**config.mk**
```make
export PLATFORM = sky130hd
export DESIGN_NAME = mem_arb
export DESIGN_NICKNAME = d
export VERILOG_FILES = /design/src/rtl/mem_arb.sv
export SDC_FILE = /design/constraint.sdc
export NUM_CORES = 1
export LEC_CHECK = 0
export CAP_MARGIN = 5
export CELL_PAD_IN_SITES_DETAIL_PLACEMENT = 1
export CELL_PAD_IN_SITES_GLOBAL_PLACEMENT = 1
export CORE_MARGIN = 2
export CORE_UTILIZATION = 33
export DETAILED_ROUTE_END_ITERATION = 6
export GPL_TIMING_DRIVEN = 0
export PLACE_DENSITY = 0.91
export REMOVE_ABC_BUFFERS = 1
export SKIP_LAST_GASP = 1
export SYNTH_ARGS = -nofsm -noshare
export SYNTH_HDL_FRONTEND = slang
export SYNTH_SLANG_ARGS = --single-unit
```
**constraint.sdc**
```tcl
create_clock -name clk_i -period 3.4 [get_ports clk_i]
set_input_delay 0.34 -clock clk_i [delete_from_list [all_inputs] [get_ports clk_i]]
set_output_delay 0.34 -clock clk_i [all_outputs]
set_load 0.01 [all_outputs]
```
**src/rtl/mem_arb.sv**
```systemverilog
// mem_arb: arbitrates a fetch port and a data port onto one single-port memory
// Ports: clk_i/rst_ni clock and async active-low reset;
//   if_req_i/if_addr_i -> if_rdata_o/if_ready_o   fetch read port;
//   dm_req_i/dm_we_i/dm_addr_i/dm_wdata_i -> dm_rdata_o/dm_ready_o   data port;
//   mem_en_o/mem_we_o/mem_addr_o/mem_wdata_o -> mem_rdata_i   memory side (MEM_LAT read latency);
//   stall_o   combinational: some request is pending without its ready.
module mem_arb #(
  parameter int MEM_LAT    = 1,
  parameter int STARVE_MAX = 4
) (
  input  logic        clk_i,
  input  logic        rst_ni,
  input  logic        if_req_i,
  input  logic [31:0] if_addr_i,
  output logic [31:0] if_rdata_o,
  output logic        if_ready_o,
  input  logic        dm_req_i,
  input  logic        dm_we_i,
  input  logic [31:0] dm_addr_i,
  input  logic [31:0] dm_wdata_i,
  output logic [31:0] dm_rdata_o,
  output logic        dm_ready_o,
  output logic        mem_en_o,
  output logic        mem_we_o,
  output logic [9:0]  mem_addr_o,
  output logic [31:0] mem_wdata_o,
  input  logic [31:0] mem_rdata_i,
  output logic        stall_o
);
  localparam int SW = $clog2(STARVE_MAX + 1);
  localparam logic [SW-1:0] SMAX = SW'(STARVE_MAX);
  typedef enum logic [1:0] {IDLE, ISSUE, WAIT, RESP} state_e;
  state_e      state_q;
  logic [SW-1:0] starve_q;
  logic [2:0]  cnt_q;
  logic        gnt_dm_q;
  logic        wr_q;
  logic        gnt_dm;
  logic        unused_bits;
  // fetch only overrides a data request once it has lost STARVE_MAX times in a row
  assign gnt_dm = dm_req_i & ~(if_req_i & (starve_q == SMAX));
  assign stall_o = (if_req_i & ~if_ready_o) | (dm_req_i & ~dm_ready_o);
  assign unused_bits = ^{if_addr_i[31:12], if_addr_i[1:0], dm_addr_i[31:12], dm_addr_i[1:0]};
  always_ff @(posedge clk_i or negedge rst_ni) begin
    if (!rst_ni) begin
      state_q     <= IDLE;
      starve_q    <= '0;
      cnt_q       <= '0;
      gnt_dm_q    <= 1'b0;
      wr_q        <= 1'b0;
      mem_en_o    <= 1'b0;
      mem_we_o    <= 1'b0;
      mem_addr_o  <= '0;
      mem_wdata_o <= '0;
      if_rdata_o  <= '0;
      dm_rdata_o  <= '0;
      if_ready_o  <= 1'b0;
      dm_ready_o  <= 1'b0;
    end else begin
      case (state_q)
        IDLE: if (if_req_i || dm_req_i) begin
          gnt_dm_q   <= gnt_dm;
          wr_q       <= gnt_dm & dm_we_i;
          mem_en_o   <= 1'b1;
          mem_we_o   <= gnt_dm & dm_we_i;
          mem_addr_o <= gnt_dm ? dm_addr_i[11:2] : if_addr_i[11:2];
          if (gnt_dm) mem_wdata_o <= dm_wdata_i;
          if (!gnt_dm) starve_q <= '0;
          else if (if_req_i && starve_q != SMAX) starve_q <= starve_q + 1'b1;
          state_q    <= ISSUE;
        end
        ISSUE: begin
          mem_en_o <= 1'b0;
          mem_we_o <= 1'b0;
          cnt_q    <= 3'(MEM_LAT);
          state_q  <= WAIT;
        end
        WAIT: if (cnt_q == 3'd1) begin
          if (!gnt_dm_q) if_rdata_o <= mem_rdata_i;
          else if (!wr_q) dm_rdata_o <= mem_rdata_i;
          if_ready_o <= ~gnt_dm_q;
          dm_ready_o <= gnt_dm_q;
          state_q    <= RESP;
        end else cnt_q <= cnt_q - 3'd1;
        RESP: begin
          if_ready_o <= 1'b0;
          dm_ready_o <= 1'b0;
          state_q    <= IDLE;
        end
      endcase
    end
  end
endmodule

```
* Yosys cells after proc, flatten, opt, wreduce, memory -nomap -nowiden *
Index checks and enable logic that the tools add are counted.

storage, ports and cells
  logic and storage cells = 67
  bits in registers = 120
  bits of input ports = 133

operators by class
  reductions and logical operators = 15
  $add $sub $neg = 2
  bitwise logic cells = 11
  equal/unequal tests = 10
  multiplexer cells = 16

operator list
  kind                                              number
  2-to-1 mux 10 bit                                 1
  AND reduction 2 bit                               5
  2-to-1 mux 3 bit                                  3
  AND reduction 3 bit                               3
  one-hot mux 1 bit (2 select lines)                4
  one-hot mux 2 bit (4 select lines)                1
  != test 2 bit, second input constant              3
  one-hot mux 3 bit (2 select lines)                1
  nonzero test 2 bit                                3
  AND 1 bit                                         5
  NOT 1 bit                                         5
  == test 2 bit, second input constant              2
  2-to-1 mux 1 bit                                  4
  2-to-1 mux 2 bit                                  2
  AND reduction 4 bit                               1
  adder 3 x 1 -> 3 bit, second input constant       1
  == test 3 x 1 -> 1 bit, second input constant     1
  == test 3 bit, second input constant              1
  != test 3 bit, second input constant              1
  subtractor 3 x 1 -> 3 bit, second input constant  1
  == test 2 x 1 -> 1 bit, second input constant     1
  logical NOT 2 bit                                 1
  != test 2 x 1 -> 1 bit, second input constant     1
  logical AND 1 bit                                 1
  2 further kinds                                   2

* Depth between registers and ports, before layout *
  depth in word-level cells = 7
  gate-level depth with buffers = 7
  mapped depth without buffers = 5

* Least setup slack after synthesis *
OpenSTA, ideal clock, no wires.

  path type = register to register
  from = register state_q[0]
  to = register dm_rdata_o[10]
  clock period less this slack = 1.697 ns
  setup time = 0.125 ns
  stages on the path, launching flop included = 7
  arrival = 1.572 ns
  path buffers = 1
  data required time = 3.275 ns
  path slack = 1.703 ns
  cells stage by stage = dfrtp_1 inv_1 ha_1 nand3b_4 nor3b_4 buf_6 mux2_2

on the way
  longest elaborated chain between the ends = 2

ends and longest elaborated chain
  item                                  line  text
  start, declared                       33    state_e state_q;
  start signal, assigned                46    state_q <= IDLE;
  start signal, assigned                70    state_q <= ISSUE;
  start signal, assigned                76    state_q <= WAIT;
  == test 2 bit                         60    case (state_q)
  AND reduction 4 bit (no source line)  n/a
  end signal, assigned                  80    else if (!wr_q) dm_rdata_o <= mem_rdata_i;
  end, declared                         21    output logic [31:0] dm_rdata_o,

Every way passes these cells.
A chain may end at the register's enable or synchronous reset.

* Final worst setup path *
  from = register state_q[0]
  to = register mem_wdata_o[21]

on the way
  longest elaborated chain between the ends = 2

ends and longest elaborated chain
  item                                  line  text
  logical NOT 2 bit                     60
  AND reduction 3 bit (no source line)  n/a
  end signal, assigned                  67    if (gnt_dm) mem_wdata_o <= dm_wdata_i;
  end, declared                         26    output logic [31:0] mem_wdata_o,

Every way passes these cells.

==> run metrics <==
fraction of layout cells with a size suffix above 1=roughly a quarter; # rows=44; pin count of the biggest net entering global routing=70; initial core utilization=around a third; most frequent cell after synthesis=dfrtp_1; placeable core area=between 10000 and 15000 µm²; CP Cell Sequence=inv_1 -> ha_1 -> nand3_2 -> mux2_2; WP data arrival=between 2 and 3 ns; Post-synth ARST share=100%; Startpoint Class=flop; flops & latches, synth=120; Synth top area share=approximately 62%; routed wire length=approximately 14000 µm; CTS tree=yes; Post-CTS Resized=0; Avg WL per Cell=approximately 19 µm; Final Cycle Share=79.9%; actual slew at the worst max-slew pin=0.891 ns; mapped cell area=4880 µm²; Die Area=about 16000 µm²; Initial DRC Count=91; DRC errors left=0; Antenna Cells=0; power per cell area=roughly 1000 nW/µm²; hold_buf cts=1; grt ovf=0; Max-slew headroom=40.5%; Root Buffer=clkbuf_16; highest routed layer=met4; vias=between 3k and 4k; Die Height=~130 µm; total CTS buffers=17; Vias/cell=4.91; Seq/Total Area, Yosys=between 60% and 70%; DIE WIDTH=between 100 and 150 µm; area grow syn2layout=58.6%; routability cong.=0.743; GRT Resource Usage Total=18.8%; CTS Buffer Depth=2; DR WL met2=about 7300 µm; CP required=3.68 ns; hold crit path type=input pin to asynchronous set/reset pin; number of max-cap violations=0; CP Max Fanout=33; fmax=roughly 370 MHz; hold slack=approximately 0.47 ns; Final WS setup=slightly below 0.7 ns; met1 WL=5450 µm; Yosys Warn Count=0; worst slack, placed=~0.44 ns; first-pass GRT wire length=about 23000 µm; top cell family by delay on the critical path=simple AND/OR/NAND/NOR gates; Setup crit end kind=flop; DP HPWL=10400 µm; Clk Latency, worst-skew pair=~0.40 ns; postcts setup bufs=0; Mapped Cells=between 300 and 400; final net count=between 600 and 700; Reg clk slew, reported paths=about 0.050 ns; vias in the first global route=approximately 4.1k; ANT nets after route=0; status=completed; Synth top cells by count=120 x dfrtp_1, 98 x mux2_2, 27 x nand2_1; io pins=approximately 240; max incr delay on CP=between 0.8 and 0.9 ns; Leak=0.00324 µW; PortBufs=199; post-synth cell types=33; Fin Clk Skew=slightly above 0.007 ns; met3 wire length=around 1100 µm; Synth area leaders=dfrtp_1 62%, mux2_2 23%, nand2_1 2.1%, ha_1 2.1%, o211ai_1 1.5%; RSZ-0062 raised after global routing=false; slowest CP cell=nand3_2; CTS H-tree lvls=4; number of synthesized flops with an enable pin=0; worst vdd ir=approximately 0.45 mV; syn_area_per_cell=approximately 14 µm²; Synth area leader=dfrtp_1; Worst Path Buf+Inv=1; initial antenna violation count=0; Slew Limit Fails=0; Final min period=2.72 ns; dominant synthesized flop cell=dfrtp_1; Sink Count=between 100 and 150; Hold Fails Final Rpt=0; Setup CP Type=flop to flop; Pre-Repair DR Iteration Count=4; endpoints failing setup=0
==> through the flow <==
step                      utilization, %  power (µW)  cell area (µm²)  instances  TNS (ns)
after global routing                53.5        8320             7740        741         0
after global placement              48.3        5680             6990        706   -309.23
after CTS                           53.5        7980             7740        741         0
after detailed placement            49.0        5950             7090        711         0
final                               53.5        7860             7740        741         0
after floorplan                        -        4000             4770        323         0
==> kinds of logic after synthesis <==
logic type | count (synthesis) | synth area share [%]
AO/OA/AOI/OAI | 31 | 4.41
adder cells (fa/ha/maj) | 8 | 2.05
buffers and inverters | 27 | 3.08
flip-flops | 120 | 61.5
multiplexers | 99 | 22.8
AND/OR/NAND/NOR | 56 | 6.15
==> state kept, by name, indices dropped and copies added, names as in the netlist <==
name / flops
if_ready_o: 1
state_q: 2
mem_wdata_o: 32
mem_we_o: 1
if_rdata_o: 32
dm_rdata_o: 32
dm_ready_o: 1
wr_q: 1
mem_en_o: 1
cnt_q: 3
mem_addr_o: 10
gnt_dm_q: 1
starve_q: 3
==> report_power, final <==
group          switching [µW]  leakage [µW]  internal, µW
combinational            1360       0.00148          1990
clock                     609      0.000314          1340
sequential                421       0.00145          2140
total                    2390       0.00324          5480
==> final timing paths <==
check                                           from                           to  slack, ns  cells past startpoint
setup / recovery              state_q[0]$_DFFE_PN0P_  mem_wdata_o[21]$_DFFE_PN0P_       0.68                      4
hold / removal                                rst_ni    dm_rdata_o[0]$_DFFE_PN0P_       0.47                      2
setup reg to reg              state_q[0]$_DFFE_PN0P_  mem_wdata_o[21]$_DFFE_PN0P_       0.68                      4
hold reg to reg            mem_addr_o[8]$_DFFE_PN0P_    mem_addr_o[8]$_DFFE_PN0P_       0.50                      2
max in group asynchronous                     rst_ni   mem_wdata_o[8]$_DFFE_PN0P_       2.22                      3
min in group clk_i         mem_addr_o[8]$_DFFE_PN0P_    mem_addr_o[8]$_DFFE_PN0P_       0.50                      2
==> layer usage <==
| metal | track usage [%] | up-vias |
|---|---|---|
| li1 | - | 1615 |
| met1 | 21.1 | 1824 |
| met2 | 32.6 | 171 |
| met3 | 6.71 | 26 |
| met4 | 7.32 | 0 |
| met5 | 0 | - |
==> area by class of cell <==
type / count / area, µm²
clock buffer: 20 / 467
clock inverter: 9 / 173
fill: 1422 / 6740
inverter: 9 / 33.8
multi-input combinational: 194 / 1740
sequential: 120 / 3000
tap: 184 / 230
timing repair buffer: 205 / 2100
==> cell usage in the layout, fill, tap and decap left out, types with 2 or more instances in the layout <==
master / count
nand2b_1: 2
nor2_1: 5
buf_16: 2
nand4_1: 10
o211ai_1: 10
nand3_1: 4
clkinv_2: 3
ha_1: 8
clkbuf_8: 3
a21oi_1: 4
clkdlybuf4s50_1: 198
o21ai_0: 6
mux2_2: 98
a22o_1: 3
clkbuf_16: 17
bufinv_16: 5
nand2_1: 27
dfrtp_1: 120
inv_1: 9
(Power assumes the default switching activity.)
